==> src/rtl/cache_l2_param.sv <==
// cache_l2_param: direct-mapped, write-through L2 with read allocation and an L1 sub-block export.
// Defining CACHE_L2_PARAM_STATS_EN adds the hit_count/miss_count statistics outputs.
module cache_l2_param #(
    parameter int LINES    = 8,
    parameter int WORDS    = 8,
    parameter int L1_WORDS = 4
) (
    input  logic                   clk,
    input  logic                   rst,
    input  logic [31:0]            addr,
    input  logic                   renable,
    input  logic                   wenable,
    input  logic [31:0]            wdata,
    output logic [31:0]            rdata,
    output logic                   stall,
    output logic [32*L1_WORDS-1:0] l1block,
    output logic                   mem_renable,
    output logic                   mem_wenable,
    output logic [31:0]            mem_addr,
    output logic [31:0]            mem_wdata,
    input  logic [31:0]            mem_rdata,
    input  logic                   mem_ready
`ifdef CACHE_L2_PARAM_STATS_EN
    ,
    output logic [31:0]            hit_count,
    output logic [31:0]            miss_count
`endif
);

    localparam int WB  = $clog2(WORDS);
    localparam int OFF = WB + 2;
    localparam int IDX = $clog2(LINES);
    localparam int TAG = 32 - IDX - OFF;

    localparam logic [WB:0]   CNT_LAST = (WB + 1)'(WORDS - 1);
    localparam logic [WB-1:0] BLK_MASK = ~WB'(L1_WORDS - 1);

    typedef enum logic [1:0] {IDLE, FILL, WRITE} state_t;

    state_t           state_q, state_d;
    logic [WB:0]      cnt_q, cnt_d;
    logic [LINES-1:0] valid_q, valid_d;
    logic [IDX-1:0]   fill_idx_q, fill_idx_d;
    logic [TAG-1:0]   fill_tag_q, fill_tag_d;
    logic             mem_renable_q, mem_renable_d;
    logic             mem_wenable_q, mem_wenable_d;
    logic [31:0]      mem_addr_q, mem_addr_d;
    logic [31:0]      mem_wdata_q, mem_wdata_d;

    logic [31:0]    data_q [LINES][WORDS];
    logic [TAG-1:0] tag_q  [LINES];

    logic [TAG-1:0] a_tag;
    logic [IDX-1:0] a_idx;
    logic [WB-1:0]  a_word;
    logic [WB-1:0]  blk_base;
    logic           hit;
    logic           unused_addr_bits;

    logic           data_we;
    logic           tag_we;
    logic [IDX-1:0] data_idx;
    logic [WB-1:0]  data_word;
    logic [31:0]    data_wdata;

    assign a_tag            = addr[31:OFF+IDX];
    assign a_idx            = addr[OFF+IDX-1:OFF];
    assign a_word           = addr[OFF-1:2];
    assign blk_base         = a_word & BLK_MASK;
    assign unused_addr_bits = ^addr[1:0];

    assign hit   = valid_q[a_idx] && (tag_q[a_idx] == a_tag);
    assign rdata = data_q[a_idx][a_word];

    // Word 0 of the aligned sub-block lands in the most significant slot.
    always_comb begin
        l1block = '0;
        for (int unsigned i = 0; i < L1_WORDS; i++) begin
            l1block[32*(L1_WORDS-1-i) +: 32] = data_q[a_idx][blk_base + WB'(i)];
        end
    end

    always_comb begin
        stall = 1'b1;
        if (rst) begin
            stall = renable;
        end else begin
            case (state_q)
                IDLE:    stall = renable ? !hit : wenable;
                FILL:    stall = 1'b1;
                WRITE:   stall = !mem_ready;
                default: stall = 1'b1;
            endcase
        end
    end

    always_comb begin
        state_d       = state_q;
        cnt_d         = cnt_q;
        valid_d       = valid_q;
        fill_idx_d    = fill_idx_q;
        fill_tag_d    = fill_tag_q;
        mem_renable_d = mem_renable_q;
        mem_wenable_d = mem_wenable_q;
        mem_addr_d    = mem_addr_q;
        mem_wdata_d   = mem_wdata_q;
        data_we       = 1'b0;
        tag_we        = 1'b0;
        data_idx      = a_idx;
        data_word     = a_word;
        data_wdata    = wdata;
        case (state_q)
            IDLE: begin
                if (renable) begin
                    if (!hit) begin
                        valid_d[a_idx] = 1'b0;
                        fill_idx_d     = a_idx;
                        fill_tag_d     = a_tag;
                        cnt_d          = '0;
                        mem_renable_d  = 1'b1;
                        mem_addr_d     = {addr[31:OFF], {OFF{1'b0}}};
                        state_d        = FILL;
                    end
                end else if (wenable) begin
                    data_we       = hit;
                    mem_wenable_d = 1'b1;
                    mem_addr_d    = {addr[31:2], 2'b00};
                    mem_wdata_d   = wdata;
                    state_d       = WRITE;
                end
            end
            FILL: begin
                if (mem_ready) begin
                    data_we    = 1'b1;
                    data_idx   = fill_idx_q;
                    data_word  = cnt_q[WB-1:0];
                    data_wdata = mem_rdata;
                    if (cnt_q == CNT_LAST) begin
                        valid_d[fill_idx_q] = 1'b1;
                        tag_we              = 1'b1;
                        cnt_d               = '0;
                        mem_renable_d       = 1'b0;
                        mem_addr_d          = '0;
                        state_d             = IDLE;
                    end else begin
                        cnt_d      = cnt_q + 1'b1;
                        mem_addr_d = mem_addr_q + 32'd4;
                    end
                end
            end
            WRITE: begin
                if (mem_ready) begin
                    mem_wenable_d = 1'b0;
                    mem_addr_d    = '0;
                    mem_wdata_d   = '0;
                    state_d       = IDLE;
                end
            end
            default: state_d = IDLE;
        endcase
    end

    always_ff @(posedge clk) begin
        if (rst) begin
            state_q       <= IDLE;
            cnt_q         <= '0;
            valid_q       <= '0;
            fill_idx_q    <= '0;
            fill_tag_q    <= '0;
            mem_renable_q <= 1'b0;
            mem_wenable_q <= 1'b0;
            mem_addr_q    <= '0;
            mem_wdata_q   <= '0;
        end else begin
            state_q       <= state_d;
            cnt_q         <= cnt_d;
            valid_q       <= valid_d;
            fill_idx_q    <= fill_idx_d;
            fill_tag_q    <= fill_tag_d;
            mem_renable_q <= mem_renable_d;
            mem_wenable_q <= mem_wenable_d;
            mem_addr_q    <= mem_addr_d;
            mem_wdata_q   <= mem_wdata_d;
        end
    end

    // Storage arrays carry no reset; the valid bits alone qualify their contents.
    always_ff @(posedge clk) begin
        if (data_we) begin
            data_q[data_idx][data_word] <= data_wdata;
        end
        if (tag_we) begin
            tag_q[fill_idx_q] <= fill_tag_q;
        end
    end

    assign mem_renable = mem_renable_q;
    assign mem_wenable = mem_wenable_q;
    assign mem_addr    = mem_addr_q;
    assign mem_wdata   = mem_wdata_q;

`ifdef CACHE_L2_PARAM_STATS_EN
    logic [31:0] hit_count_q, hit_count_d;
    logic [31:0] miss_count_q, miss_count_d;

    always_comb begin
        hit_count_d  = hit_count_q;
        miss_count_d = miss_count_q;
        if (state_q == IDLE && renable) begin
            if (hit) begin
                hit_count_d = hit_count_q + 32'd1;
            end else begin
                miss_count_d = miss_count_q + 32'd1;
            end
        end
    end

    always_ff @(posedge clk) begin
        if (rst) begin
            hit_count_q  <= '0;
            miss_count_q <= '0;
        end else begin
            hit_count_q  <= hit_count_d;
            miss_count_q <= miss_count_d;
        end
    end

    assign hit_count  = hit_count_q;
    assign miss_count = miss_count_q;
`else
    // Statistics counters are not built in this configuration.
`endif

endmodule

==> config.mk <==
export PLATFORM = sky130hd
export DESIGN_NAME = cache_l2_param
export DESIGN_NICKNAME = d
export VERILOG_FILES = /design/src/rtl/cache_l2_param.sv
export SDC_FILE = /design/constraint.sdc
export NUM_CORES = 2
export LEC_CHECK = 0
export ABC_AREA = 1
export CAP_MARGIN = 10
export CORE_ASPECT_RATIO = 1.25
export CORE_MARGIN = 10
export CORE_UTILIZATION = 55
export CTS_BUF_LIST = sky130_fd_sc_hd__clkbuf_2
export CTS_CLUSTER_SIZE = 24
export DETAILED_ROUTE_END_ITERATION = 10
export DONT_BUFFER_PORTS = 1
export HOLD_SLACK_MARGIN = 0.06
export PLACE_DENSITY_LB_ADDON = 0.12
export SKIP_CTS_REPAIR_TIMING = 1
export SYNTH_ARGS = -nofsm -noshare
export SYNTH_HDL_FRONTEND = slang
export SYNTH_SLANG_ARGS = --single-unit
==> constraint.sdc <==
create_clock -name clk -period 3.95 [get_ports clk]
set_input_delay 0.5925 -clock clk [delete_from_list [all_inputs] [get_ports clk]]
set_output_delay 0.5925 -clock clk [all_outputs]
set_load 0.1 [all_outputs]
==> impl_metrics.py <==
metrics = {
    "outcome": {
        "status": "finished, violations left",
        "violations": "hold timing, setup timing",
    },
    "placed_design": {
        "place_area_um2": 105000,
        "hpwl_um": 210000,
        "dp_slack_ns": -0.0802,
        "dp_cells": 9464,
        "io_buffers": 0,
        "globalplace.congestion": 0.934,
    },
    "synthesis": {
        "ys_warn_count": 0,
        "netlist_area_um2": 91300,
        "synth_edf_count": 2240,
        "synth_ff_type": "edfxtp_1",
        "synth_cell_type_count": 49,
        "yosysSeqAreaShare_pct": 76.0,
        "avgSynthCellArea_um2": 13.5,
        "yosys_register_bits": 2345,
        "synth_cells": 6747,
        "synthArstFlopShare_pct": 0,
    },
    "drt": {
        "viasPerCell": 6.33,
        "routed_wl_um": 339000,
        "drc_errors": 0,
        "drtIter0Drc": 9388,
        "highest_layer": "met5",
        "dr.pass1.iters": 6,
        "route.met2.wl_um": 153000,
        "antenna_left": 0,
        "vias": 67603,
        "wl_met1_um": 115000,
        "wl_met3_um": 47900,
        "post_drt_wl_per_cell_um": 31.7,
    },
    "sta": {
        "drv_slew": 0,
        "slew_headroom_pct": 7.73,
        "setup_ws_ns": -0.647,
        "setup_viol": 970,
        "hold_ws_ns": -1.22,
        "min_period_ns": 4.60,
        "fmax_ghz": 0.218,
        "tightest_slew_ns": 1.38,
        "period_share_pct": 116,
        "hold_violations": 43,
        "final.setup_skew_ns": 0.188,
        "rsz0062_at_grt": "yes",
    },
    "die": {
        "start_util_pct": 55.2,
        "fp.dieH_um": 475,
        "die_w_um": 384,
        "core_um2": 165000,
        "pin_count": 328,
        "die_area_um2": 183000,
        "rows": 167,
    },
    "grt": {
        "grt_usage_pct": 35.4,
        "grt_pass1_vias": 62370,
        "grt_pass1_wl_um": 457000,
        "antenna_found_initial": 21,
        "grt_max_degree": 152,
        "gr-total-overflow": 0,
    },
    "power_and_ir_drop": {
        "leakagePower_nw": 41.9,
        "p_total_mw": 57.1,
        "peakVddDrop_uv": 373,
        "power_per_cell_area_nw_per_um2": 490,
    },
    "worst_setup_path": {
        "cp_max_fo": 25,
        "cp-start-kind": "input port",
        "critPathArrivalTime_ns": 4.00,
        "critical_path_class": "input port to output port",
        "required_ns": 3.36,
        "end_kind": "output port",
    },
    "cells_and_area": {
        "final_area_um2": 116000,
        "n_fill_cell": 11017,
        "synthToLayoutAreaGrowth_pct": 27.6,
        "multi_input_area_um2": 23700,
        "layout_common_cells": "edfxtp_1 (2240), nand2_1 (1276), clkbuf_2 (777), buf_4 (458), buf_12 (346)",
        "drive_gt1_share_pct": 30.2,
        "final_common_cell": "edfxtp_1",
        "regArea_um2": 69400,
        "final_nets": 8241,
        "layoutNonFillerInstCount": 10683,
    },
    "clock_network": {
        "cts_tree": "done",
        "htreeDepth": 6,
        "clock-sinks": 2345,
        "clk-insertion-delay-late_ns": 1.94,
        "cts_root_buffer": "clkbuf_2",
        "path_clk_slew_ns": 0.10,
        "cts_buffers": 568,
        "clk_path_buf_depth": 4,
    },
    "worst_hold_path": {
        "hold_path.class": "input port to register",
    },
    "flow_run": {
        "drv_cap": 0,
    },
}
[final cells by class]
cell class,instances,share of cell area (%)
clock buffer,777,3.34
multi-input combinational,3639,20.3
timing repair buffer,1192,12.4
inverter,389,1.33
tap,2197,2.36
sequential,2345,59.6
clock inverter,124,0.549
antenna,20,0.0430
[path summary, 6_finish.rpt]
kind | slack (ns) | startpoint | endpoint | depth (start not counted)
max | -0.65 | addr[7] | rdata[21] | 13
min | -1.22 | rst | mem_addr[10] | 1
max reg2reg | -0.51 | state_q[1] | state_q[0] | 13
min reg2reg | 0.47 | valid_q[3] | valid_q[3] | 2
[cells in the mapped netlist, types with 128 or more instances]
library cell | count | area, um^2
nand3_1 | 198 | 991
nor2_1 | 407 | 1530
o21ai_0 | 295 | 1480
nand4_1 | 183 | 1140
clkbuf_1 | 250 | 938
a22oi_1 | 243 | 1820
a21oi_1 | 128 | 641
a22o_1 | 202 | 1770
nand2_1 | 1468 | 5510
inv_1 | 378 | 1420
a221oi_1 | 261 | 2290
edfxtp_1 | 2240 | 67300
[power breakdown]
group | switching [mW] | internal (mW) | leakage (nW)
combinational | 8.85 | 3.53 | 17.3
clock | 9.34 | 5.61 | 3.56
sequential | 0.941 | 28.8 | 21.0
[per-stage QoR]
stage / hold WS (ns) / util (%) / setup TNS (ns)
final: -1.22 / 70.4 / -68.63
after CTS: -1.42 / 66.2 / -58.42
after global routing: -1.32 / 70.4 / -388.41
after detailed placement: 0.455 / 63.5 / -23.77
after floorplan: 0.435 / - / -0.593
after global placement: 0.446 / 63.5 / -24.88
[critical path, cell delays in order]
cell	delay, ns
dlygate4sd3_1	0.76
nand2_1	0.21
nor2_4	0.14
buf_12	0.21
buf_12	0.22
buf_4	0.20
a22o_1	0.16
a221oi_2	0.04
nand2_1	0.12
o21ai_0	0.09
a21oi_1	0.65
o21a_2	0.35
buf_12	0.20
[cells by family after synthesis]
kind of cell               after synthesis  synth area share [%]
buffers and inverters                  764                  3.23
xor gates and xnor gates                 3                0.0288
DFF                                   2345                  76.0
AOI/OAI and AO/OA                     1292                  10.1
adders and majority gates                5                0.0686
and+or+nand+nor                       2337                  10.6
other                                    1               0.00411
[metal layers]
metal,global-route usage [%],up-vias
met1,45.5,33215
met5,0,-
li1,-,28228
met3,10.5,967
met2,53.9,5187
met4,19.4,6
[registers in the layout (all words and copies together), names as in the netlist]
register / flops
mem_wdata: 32
valid_q: 8
mem_addr: 30
cnt_q: 4
state_q: 2
tag_q: 192
data_q: 2048
fill_idx_q: 3
mem_renable: 1
mem_wenable: 1
fill_tag_q: 24
Power figures use the tool's default switching activity.
